==> src/rtl/display_arbiter.sv <==
// Two-requester arbiter for a 4-digit multiplexed display.
// Ownership changes only at frame boundaries, and the scan runs continuously.
module display_arbiter #(
  parameter int DIGIT_CYCLES = 16,
  parameter int BLANK_CYCLES = 2,
  parameter int MIN_FRAMES   = 2
) (
  input  logic        clk,
  input  logic        reset,
  input  logic        req0,
  input  logic        req1,
  input  logic [15:0] data0,
  input  logic [15:0] data1,
  output logic        gnt0,
  output logic        gnt1,
  output logic        an3,
  output logic        an2,
  output logic        an1,
  output logic        an0,
  output logic [3:0]  char,
  output logic        frame_done
);

  localparam int CW = (DIGIT_CYCLES > 1) ? $clog2(DIGIT_CYCLES) : 1;
  localparam int HW = $clog2(MIN_FRAMES + 1);
  localparam logic [CW-1:0] CNT_LAST = CW'(DIGIT_CYCLES - 1);
  localparam logic [HW-1:0] HELD_MAX = HW'(MIN_FRAMES);

  typedef enum logic [1:0] {IDLE, OWN0, OWN1} state_t;

  state_t        state, state_nxt;
  logic [CW-1:0] cnt, cnt_nxt;
  logic [1:0]    slot, slot_nxt;
  logic [HW-1:0] held, held_nxt;
  logic          last, last_nxt;
  logic [15:0]   latch, latch_nxt;
  logic          boundary;
  logic [3:0]    an_nxt;
  logic [3:0]    char_nxt;

  // Scan position for the next cycle; slot 0 is an3 and slot 3 is an0.
  always_comb begin
    boundary = (slot == 2'd3) && (cnt == CNT_LAST);
    if (cnt == CNT_LAST) begin
      cnt_nxt  = '0;
      slot_nxt = slot + 2'd1;
    end else begin
      cnt_nxt  = cnt + CW'(1);
      slot_nxt = slot;
    end
  end

  // Arbitration decision, applied only when the current cycle ends a frame.
  always_comb begin
    state_nxt = state;
    held_nxt  = held;
    last_nxt  = last;
    latch_nxt = latch;
    if (boundary) begin
      case (state)
        IDLE: begin
          if (req0 && (!req1 || last)) begin
            state_nxt = OWN0;
          end else if (req1) begin
            state_nxt = OWN1;
          end
        end
        OWN0: begin
          if (!req0) begin
            state_nxt = req1 ? OWN1 : IDLE;
          end else if (req1 && held == HELD_MAX) begin
            state_nxt = OWN1;
          end else if (held != HELD_MAX) begin
            held_nxt = held + HW'(1);
          end
        end
        OWN1: begin
          if (!req1) begin
            state_nxt = req0 ? OWN0 : IDLE;
          end else if (req0 && held == HELD_MAX) begin
            state_nxt = OWN0;
          end else if (held != HELD_MAX) begin
            held_nxt = held + HW'(1);
          end
        end
        default: state_nxt = IDLE;
      endcase
      case (state_nxt)
        OWN0:    latch_nxt = data0;
        OWN1:    latch_nxt = data1;
        default: latch_nxt = '0;
      endcase
      if (state_nxt != state) begin
        case (state_nxt)
          OWN0: begin
            held_nxt = HW'(1);
            last_nxt = 1'b0;
          end
          OWN1: begin
            held_nxt = HW'(1);
            last_nxt = 1'b1;
          end
          default: held_nxt = '0;
        endcase
      end
    end
  end

  // Display outputs are derived from next-cycle values so that the registers line up with the scan.
  always_comb begin
    an_nxt   = 4'b1111;
    char_nxt = 4'h0;
    if (state_nxt != IDLE) begin
      case (slot_nxt)
        2'd0:    char_nxt = latch_nxt[15:12];
        2'd1:    char_nxt = latch_nxt[11:8];
        2'd2:    char_nxt = latch_nxt[7:4];
        default: char_nxt = latch_nxt[3:0];
      endcase
      if (int'(cnt_nxt) >= BLANK_CYCLES) begin
        an_nxt[2'd3 - slot_nxt] = 1'b0;
      end
    end
  end

  always_ff @(posedge clk) begin
    if (reset) begin
      cnt        <= '0;
      slot       <= 2'd0;
      state      <= IDLE;
      held       <= '0;
      last       <= 1'b1;
      latch      <= '0;
      gnt0       <= 1'b0;
      gnt1       <= 1'b0;
      {an3, an2, an1, an0} <= 4'b1111;
      char       <= 4'h0;
      frame_done <= 1'b0;
    end else begin
      cnt        <= cnt_nxt;
      slot       <= slot_nxt;
      state      <= state_nxt;
      held       <= held_nxt;
      last       <= last_nxt;
      latch      <= latch_nxt;
      gnt0       <= (state_nxt == OWN0);
      gnt1       <= (state_nxt == OWN1);
      {an3, an2, an1, an0} <= an_nxt;
      char       <= char_nxt;
      frame_done <= (slot_nxt == 2'd3) && (cnt_nxt == CNT_LAST);
    end
  end

endmodule

==> config.mk <==
export PLATFORM = sky130hd
export DESIGN_NAME = display_arbiter
export DESIGN_NICKNAME = d
export VERILOG_FILES = /design/src/rtl/display_arbiter.sv
export SDC_FILE = /design/constraint.sdc
export NUM_CORES = 1
export LEC_CHECK = 0
export CORE_ASPECT_RATIO = 0.7
export CORE_UTILIZATION = 40
export CTS_CLUSTER_SIZE = 20
export DETAILED_ROUTE_END_ITERATION = 12
export GPL_TIMING_DRIVEN = 0
export PLACE_DENSITY_LB_ADDON = 0.25
export SLEW_MARGIN = 10
export SYNTH_ARGS = -nofsm -noshare
export SYNTH_HDL_FRONTEND = slang
export SYNTH_SLANG_ARGS = --single-unit
==> constraint.sdc <==
create_clock -name clk -period 3.9 [get_ports clk]
set_input_delay 0.39 -clock clk [delete_from_list [all_inputs] [get_ports clk]]
set_output_delay 0.39 -clock clk [all_outputs]
set_load 0.05 [all_outputs]
After elaboration in Yosys (flattened, before gate mapping)
Index checks and enable logic that the tools add are counted.
- register bits after elaboration: 38
- latch bits: 0
- memory bits (writable): 0
- memory bits (read-only): 0
- input port bits: 36
- output and inout port bits: 11
- logic and storage cells: 88
- memories kept: 0
- add/subtract/negate cells: 4
- multiply operators: 0
- divide/modulo/power cells: 0
- order comparisons: 3
- equality and inequality tests: 19
- shifts and indexed selects: 0
- multiplexer cells: 27
- bitwise operators: 3
- reduce and logical (&&, ||, !) cells: 18
- operators with widths (kind ; count):
    2-bit two-way mux ; 16
    16-bit one-hot mux with 2 select lines ; 1
    16-bit two-way mux ; 1
    2-bit equality test, second input constant ; 7
    3-bit != test, second input constant ; 4
    4-bit one-hot mux with 3 select lines ; 1
    2-bit by 1-bit equality test with 1-bit output, second input constant ; 4
    4-bit equality test, second input constant ; 2
    1-bit logical AND ; 6
    2-bit one-hot mux with 3 select lines ; 1
    6-bit AND reduction ; 1
    2-bit by 1-bit adder with 2-bit output, second input constant ; 2
    4-bit by 1-bit adder with 4-bit output, second input constant ; 1
    4-bit by 2-bit >= comparator with 1-bit output, second input constant ; 1
    2-bit zero test ; 2
    4-bit two-way mux ; 1
    4-bit inverter ; 1
    2-bit one-hot mux with 2 select lines ; 1
    2-bit nonzero test ; 2
    2-bit OR reduction ; 2
    2-bit by 3-bit < comparator with 1-bit output, second input constant ; 1
    1-bit two-way mux ; 3
    3-bit AND reduction ; 1
    3-bit nonzero test ; 1
    other kinds (10) ; 11

Depth between registers and ports, before layout
Gate-level depths: netlist of run 1.
- depth after elaboration: 10
- gate-level depth with buffers: 14
- gate-level depth less buffers: 12

Least setup slack after synthesis of run 1
Ideal clock, no wire load.
- path kind: register to register
- from: register held[0]
- to: register char[1]
- library setup time: 0.095 ns
- data arrival time: 2.543 ns
- required time: 3.805 ns
- slack: 1.262 ns
- stages on the path, launching flop included: 13
- buffers on the path: 2
- clock period less this slack: 2.638 ns
- path through: dfxtp_1 > inv_1 > ha_1 > mux2_2 > a21o_1 > a21oi_1 > ha_1 > clkbuf_1 > clkbuf_1 > a22oi_1 > nor2_1 > a221oi_1 > a221oi_1
- longest elaborated chain between the ends: 10
- elaborated cells on any way between the ends: 18
- those cells by class: eq/ne (3); mux (10); bitwise (1); reduce/logical (4)
- RTL lines (what ; RTL line ; source):
    start, declared ; 34 ; logic [HW-1:0] held, held_nxt;
    start signal, assigned ; 143 ; held <= held_nxt;
    2-bit equality test * ; 71, 80 ;
    1-bit logical AND, on equally long branches ; 80, 71 ;
    2-bit two-way mux, on equally long branches ; 80, 71 ;
    2-bit two-way mux, on equally long branches ; 78, 69 ;
    2-bit one-hot mux with 3 select lines * ; 60 ; case (state)
    2-bit two-way mux * ; 59 ; if (boundary) begin
    2-bit equality test, or another cell as far along ; 88 ; case (state_nxt)
    16-bit one-hot mux with 2 select lines or 2-bit nonzero test (tied branches) ; 88, 113 ;
    16-bit two-way mux or 1-bit inverter (tied branches) ; -- ;
    4-bit one-hot mux with 3 select lines or 2-bit OR reduction (tied branches) ; -- ;
    end signal, assigned ; 149 ; char <= char_nxt;
    end, declared ; 20 ; output logic [3:0] char,
Every way passes the cells marked *; elsewhere a longest branch is shown, timed or not. The select of a mux whose other input is x is not followed.
A chain may end at the register's enable or synchronous reset.

Worst setup path after layout of run 1
Same ends and word-level chain as after synthesis.

==> results.md, run 1 <==
- Post-CTS Hold Fix Bufs: 0
- Skew-Pair Late Insertion Delay: 0.30 ns
- Flop-to-flop setup slack: 0.65 ns
- CORE AREA: 4890 um^2
- Clk buf depth: 2
- Worst r2r src: held[0]$_SDFFE_PP0P_
- Die area: 5500 um^2
- Pre-CTS setup slack: 0.656 ns
- Worst R2R End: char[1]$_SDFF_PP0_
- Unrepaired setup endpoints after global routing: false
- Share of layout cells above drive strength 1: 0.0597
- Via count: 2190
- MaxCap Viol Count: 0
- Routability Congestion: 0.912
- Antenna diode count: 0
- Required time of the critical path: 4.10 ns
- Post-synth EDFFs: 0
- Synth Area in Adders: 0.0421
- Slowest stage delay, CP: 0.43 ns
- Slew Limit Headroom: 0.620
- Largest net degree at the start of global routing: 12
- Min-delay src: latch[14]$_SDFF_PP0_
- Fillers: 511
- Synth-to-layout area growth: 29.6%
- IO buf count: 45
- Hold Crit Class: reg2reg
- Yosys warning total: 0
- Setup CP Type: reg2reg
- First-pass GRT wire length: 9870 um
- TritonCTS clock tree: built
- Synth Register Bits: 38
- Post-Route WL: 6060 um
- Leading area contributor after synthesis: dfxtp_1
- Vias per cell: 5.66
- Total GRT Usage: 0.235
- Run status: finished clean
- Worst-path cell chain: inv_1, ha_1, mux2_2, a21o_1, a21oi_1, ha_1, clkbuf_1, clkbuf_1, a22oi_1, nor2_1, a221oi_1, a221oi_1
- Fin area: 2700 um^2
- Slew Viols, Final: 0
- Crit end category: flip-flop
- Drt drc: 0
- CTS Buf Count: 5
- FMAX: 308 MHz
- Reg2Reg Depth: 12
- Final critical-path setup slack: 0.654 ns
- Post-synth net total: 309
- Simple-gate area share of the yosys netlist: 0.242
- Number of global-route vias before repair: 2049
- Final core occ: 0.552
- Placed Area: 2620 um^2
- Syn Inst Count: 266
- Pwr per Cell Area: 279 nW/um^2
- Worst path slowest cell: clkbuf_1
- Fin Setup TNS: 0 ns
- Slew @ Worst Pin: 0.570 ns
- H-tree Lvls: 2
- Grt total ovfl: 0
- Worst hold endpoint: latch[14]$_SDFF_PP0_
- Worst Clk Skew: 0.00305 ns
- CTS clock-pin slew for the worst setup and hold paths: 0.07 ns
- Mapped Avg Cell Area: 7.82 um^2
- Multiplexer share of the synthesized area: 0.0247
- Critical-path maximum fanout: 10
- # nets final: 361
- Yosys top cell area share: 0.366
- Synth unique cells: 44
- Compound-Gate Fraction of Synth Area: 0.258
- I/O pin count: 47
- Clock root buffer: clkbuf_8
- Max VDD drop: 130 uV
- Dpl hpwl: 4500 um
- Die Width: 88.2 um
- Clock tree sinks: 38
- Storage cell area: 761 um^2
- Final Cycle Share: 0.832
- Hold Fails Final Rpt: 0
- Cell row count: 21
- Critical path data arrival time: 3.45 ns
- Synthesized cell area: 2080 um^2
- Top cells by area, synth: dfxtp_1, nor2_1, a22oi_1, nand2_1, a21oi_1
- Post-CTS Resized: 0
- DIE HEIGHT: 62.3 um
- Sequential fraction of the synthesis area: 0.366
- Xor-xnor portion of the synthesized cell area: 0.00421
- Ys async rst share: 0
- Initial core utilization: 0.426
- Hold Path Stages: 2
- Initial drt markers: 198
- Final ANT Viol Nets: 0
- Routed len/inst: 15.7 um
- Setup Buffers After CTS: 0
- Min Tclk post-route: 3.25 ns
- Crit path launch type: flip-flop
- Largest family of logic cells by synthesized area: compound AO/OA/AOI/OAI gates
- LEAKAGE: 0.945 nW
- Initial antenna violation count: 0
- Final setup viols: 0
- Initial DRT Pass Iterations: 5
- Multi-input logic area: 1190 um^2
- Primary FF master, synth: dfxtp_1
-- flip-flops by register name, summed over array words and instances (netlist names), 2 cells and up --
register  flops
state         2
cnt           4
latch        16
held          2
char          4
slot          2
-- stage by stage --
stage	power [W]	hold slack, ns	cells
after global routing	0.000787	0.479	387
after global placement	0.000495	0.442	380
after CTS	0.000755	0.463	387
after detailed placement	0.000496	0.452	380
after floorplan	0.000445	0.433	266
final	0.000752	0.464	387
-- critical path: cells and delay by family, from the launching register on --
kind                     cells  cell delay, ns
AO/OA/AOI/OAI                5            0.96
adder cells (fa/ha/maj)      2            0.49
buffers and inverters        3            0.83
flip-flops                   1            0.31
multiplexers                 1            0.38
AND/OR/NAND/NOR              1            0.17
-- placed cells by master, fill, tap and decap left out, types with 4 or more instances in the layout --
| cell | n |
|---|---|
| clkdlybuf4s50_1 | 45 |
| dfxtp_1 | 38 |
| nor2_1 | 34 |
| nand2_1 | 31 |
| a21oi_1 | 23 |
| nor3_1 | 19 |
| a22oi_1 | 16 |
| clkbuf_1 | 13 |
| o21ai_0 | 8 |
| inv_1 | 7 |
| ha_1 | 7 |
| nand3_1 | 6 |
| a22o_1 | 5 |
| a221oi_1 | 5 |
| clkbuf_8 | 5 |
| mux2i_1 | 4 |
| and3_1 | 4 |
| a31oi_1 | 4 |
| a2bb2oi_1 | 4 |
-- cells by family after synthesis --
group | Yosys count
AND/OR/NAND/NOR | 108
XOR/XNOR | 1
multiplexers | 5
adder cells (fa/ha/maj) | 7
flip-flops | 38
AO/OA/AOI/OAI | 78
buffers and inverters | 29
-- final cells by class --
type / instances / area share
plain buffers: 21 / 0.0376
multi-input cells: 199 / 0.441
inverters: 8 / 0.0111
clock inverters: 2 / 0.00371
well taps: 69 / 0.0320
clock buffers: 5 / 0.0255
flip-flops and latches: 38 / 0.282
repair buffers: 45 / 0.167
-- Yosys cell counts (4+ instances only) --
cell type	number
a22o_1	5
nand2_1	31
and3_1	4
nor3_1	19
a31oi_1	4
inv_1	7
o21ai_0	8
dfxtp_1	38
nand3_1	6
ha_1	7
mux2i_1	4
a221oi_1	5
a2bb2oi_1	4
a21oi_1	23
clkbuf_1	13
nor2_1	34
a22oi_1	16
-- worst max path at each step --
stage	start	to	slack, ns	cells past startpoint
after floorplan	held[0]$_SDFFE_PP0P_	char[1]$_SDFF_PP0_	1.26	12
after global placement	held[0]$_SDFFE_PP0P_	char[2]$_SDFF_PP0_	0.72	13
after detailed placement	held[0]$_SDFFE_PP0P_	char[1]$_SDFF_PP0_	0.66	12
after CTS	held[0]$_SDFFE_PP0P_	char[1]$_SDFF_PP0_	0.63	12
after global routing	held[0]$_SDFFE_PP0P_	char[1]$_SDFF_PP0_	0.42	12
final	held[0]$_SDFFE_PP0P_	char[1]$_SDFF_PP0_	0.65	12
-- where the power goes --
part / internal, W / switching [W]
clock: 0.000120 / 0.000142
sequential: 0.000390 / 0.00000277
combinational: 0.0000490 / 0.0000471
total: 0.000559 / 0.000192
-- per-layer routing --
layer | track usage | routed length, um | share of wire
met1 | 0.331 | 2940 | 0.48
met2 | 0.348 | 2570 | 0.42
met3 | 0.0652 | 474 | 0.078
met4 | 0.0685 | 78 | 0.013
met5 | 0 | 0 | 0
Note: power is estimated with default switching activity, not from simulation.
==> run 2: changes to the inputs <==
clock period = 3.1 ns   (was 3.9 ns; I/O delays follow)
==> results.md, run 2 (same netlist as run 1, synthesis figures left out) <==
- I/O pin count: 47 (unchanged)
- Worst path slowest cell: mux2_2 (was clkbuf_1)
- FMAX: 347 MHz (was 308 MHz)
- CTS Buf Count: 5 (unchanged)
- Number of global-route vias before repair: 2049 (unchanged)
- Vias per cell: 5.73 (was 5.66)
- Grt total ovfl: 0 (unchanged)
- Critical-path maximum fanout: 10 (unchanged)
- MaxCap Viol Count: 0 (unchanged)
- Post-Route WL: 6100 um (was 6060 um)
- Fin Setup TNS: 0 ns (unchanged)
- IO buf count: 45 (unchanged)
- Routability Congestion: 0.912 (unchanged)
- Final Cycle Share: 0.929 (was 0.832)
- Worst-path cell chain: inv_1, ha_2, mux2_2, a21o_1, a21oi_1, inv_1, ha_1, buf_2, a22o_1, a22o_1, a22oi_1, a31oi_1 (was inv_1, ha_1, mux2_2, a21o_1, a21oi_1, ha_1, clkbuf_1, clkbuf_1, a22oi_1, nor2_1, a221oi_1, a221oi_1)
- Skew-Pair Late Insertion Delay: 0.30 ns (about the same)
- Pwr per Cell Area: 352 nW/um^2 (was 279 nW/um^2)
- LEAKAGE: 0.949 nW (was 0.945 nW)
- Crit end category: flip-flop (unchanged)
- Buf/Inv on CP: 3 (unchanged)
- Max VDD drop: 164 uV (was 130 uV)
- Reg2Reg Depth: 12 (unchanged)
- Max FFs per register: 16 (unchanged)
- Initial core utilization: 0.426 (unchanged)
- Clock tree sinks: 38 (unchanged)
- Via count: 2200 (was 2190)
- Unrepaired setup endpoints after global routing: false (unchanged)
- Die Width: 88.2 um (unchanged)
- Critical path data arrival time: 3.06 ns (was 3.45 ns)
- Clk buf depth: 2 (unchanged)
- TritonCTS clock tree: built (unchanged)
- Slew Limit Headroom: 0.609 (was 0.620)
- # nets final: 358 (was 361)
- Slew @ Worst Pin: 0.587 ns (was 0.570 ns)
- Cell row count: 21 (unchanged)
- Pre-CTS setup slack: -0.144 ns (was 0.656 ns)
- H-tree Lvls: 2 (unchanged)
- Final setup viols: 0 (unchanged)
- Hold Path Stages: 2 (unchanged)
- CTS clock-pin slew for the worst setup and hold paths: 0.08 ns (was 0.07 ns)
- Final ANT Viol Nets: 0 (unchanged)
- Delay-heaviest family, CP: compound AO/OA/AOI/OAI gates (unchanged)
- Antenna diode count: 0 (unchanged)
- Final critical-path setup slack: 0.220 ns (was 0.654 ns)
- CORE AREA: 4890 um^2 (unchanged)
- First-pass GRT wire length: 9870 um (unchanged)
- Required time of the critical path: 3.28 ns (was 4.10 ns)
- Flop-to-flop setup slack: 0.22 ns (was 0.65 ns)
- Drt drc: 0 (unchanged)
- Crit path launch type: flip-flop (unchanged)
- Largest regs: latch: 16 flops, char: 4 flops, cnt: 4 flops (unchanged)
- DIE HEIGHT: 62.3 um (unchanged)
- Reg with most FFs: latch (unchanged)
- Largest net degree at the start of global routing: 12 (unchanged)
- Hold Crit Class: reg2reg (unchanged)
- Slowest stage delay, CP: 0.36 ns (was 0.43 ns)
- Worst R2R End: char[0]$_SDFF_PP0_ (was char[1]$_SDFF_PP0_)
- Dpl hpwl: 4500 um (unchanged)
- Run status: finished clean (unchanged)
- Final core occ: 0.552 (about the same)
- Hold Fails Final Rpt: 0 (unchanged)
- Min-delay src: latch[14]$_SDFF_PP0_ (unchanged)
- Initial DRT Pass Iterations: 4 (was 5)
- Commonest non-fill, non-tap cells in the layout: clkdlybuf4s50_1, dfxtp_1, nor2_1 (unchanged)
- Min Tclk post-route: 2.88 ns (was 3.25 ns)
- Setup CP Type: reg2reg (unchanged)
- Most common cell after layout, fill and taps aside: clkdlybuf4s50_1 (unchanged)
- Synth-to-layout area growth: 29.7% (was 29.6%)
- Share of layout cells above drive strength 1: 0.0794 (was 0.0597)
- Initial drt markers: 179 (was 198)
- Die area: 5500 um^2 (unchanged)
- Total GRT Usage: 0.235 (unchanged)
- Setup Buffers After CTS: 0 (unchanged)
- Initial antenna violation count: 0 (unchanged)
- Worst hold endpoint: latch[14]$_SDFF_PP0_ (unchanged)
- Clock root buffer: clkbuf_8 (unchanged)
- Routed len/inst: 15.9 um (was 15.7 um)
- Slew Viols, Final: 0 (unchanged)
- Worst Clk Skew: 0.00426 ns (was 0.00305 ns)
- Worst r2r src: held[0]$_SDFFE_PP0P_ (unchanged)
==> run 2: cell types whose count changed in the layout (fill, tap and decap cells not counted) <==
cell and change:
ha_2 +2, a22oi_1 -1, a22oi_2 +1, clkbuf_1 -6
clkbuf_2 +2, ha_1 -2, buf_2 +1
==> run 2: cell type report <==
| type | count | area (um^2) |
|---|---|---|
| tap | 69 | 86.3 |
| inverter | 8 | 30.0 |
| multi-input combinational | 199 | 1200 |
| sequential | 38 | 761 |
| clock buffer | 5 | 68.8 |
| fill | 514 | 2190 |
| buffer | 18 | 93.8 |
| timing repair buffer | 45 | 450 |
| clock inverter | 2 | 10.0 |
==> run 2: through the flow <==
stage | std cells | area (um^2) | hold WS [ns] | total power [W]
after floorplan | 266 | 2080 | 0.394 | 0.000560
after global placement | 380 | 2620 | 0.442 | 0.000623
after detailed placement | 380 | 2620 | 0.452 | 0.000624
after CTS | 387 | 2700 | 0.463 | 0.000950
after global routing | 384 | 2700 | 0.479 | 0.000991
final | 384 | 2700 | 0.464 | 0.000949
==> run 2: repair_timing <==
item | 4_1_cts | 5_1_grt
gates resized for setup | 2 | 6
hold buffers | 0 | 0
setup endpoints to repair | 4 | 13
==> run 2: worst min-delay path, cell delays in order, from the launching register on <==
cell and delay [ns]:
dfxtp_1 0.32, nand2_1 0.05, a21oi_1 0.05
==> run 2: layer usage <==
metal  GRT usage  vias up  share of wire
met5           0        -              0
met3      0.0652       10          0.078
li1            -     1056              -
met4      0.0685        0          0.013
met1       0.331     1031           0.48
met2       0.348      103           0.43
==> run 2: worst max path at each step <==
stage | start | cells after the start | endpoint | slack, ns
global route | held[0]$_SDFFE_PP0P_ | 12 | latch[10]$_SDFF_PP0_ | 0.03
CTS | held[0]$_SDFFE_PP0P_ | 12 | char[1]$_SDFF_PP0_ | 0.003
detailed placement | held[0]$_SDFFE_PP0P_ | 12 | char[1]$_SDFF_PP0_ | -0.14
global placement | held[0]$_SDFFE_PP0P_ | 13 | char[2]$_SDFF_PP0_ | -0.08
floorplan | held[0]$_SDFFE_PP0P_ | 12 | char[1]$_SDFF_PP0_ | 0.46
finish | held[0]$_SDFFE_PP0P_ | 12 | char[0]$_SDFF_PP0_ | 0.22
==> run 2: power breakdown <==
group	switching [W]	internal, W	total [W]
sequential	0.00000350	0.000491	0.000495
combinational	0.0000596	0.0000632	0.000123
clock	0.000181	0.000151	0.000332
total	0.000244	0.000705	0.000949
==> run 3: changes to the inputs <==
==> constraint.sdc (replaced) <==
create_clock -name clk -period 3.5 [get_ports clk]
set_input_delay 0.35 -clock clk [delete_from_list [all_inputs] [get_ports clk]]
set_output_delay 0.35 -clock clk [all_outputs]
set_load 0.01 [all_outputs]
==> results of run 3 <==
Same layout as run 1 (identical final DEF). Status: finished clean.
Among the figures that moved: setup slack after placement 0.656 ns -> 0.256 ns; setup slack after layout 0.654 ns -> 0.254 ns; register-to-register setup slack 0.65 ns -> 0.25 ns; total power 0.000752 W -> 0.000837 W; worst IR drop on VDD 130 uV -> 145 uV
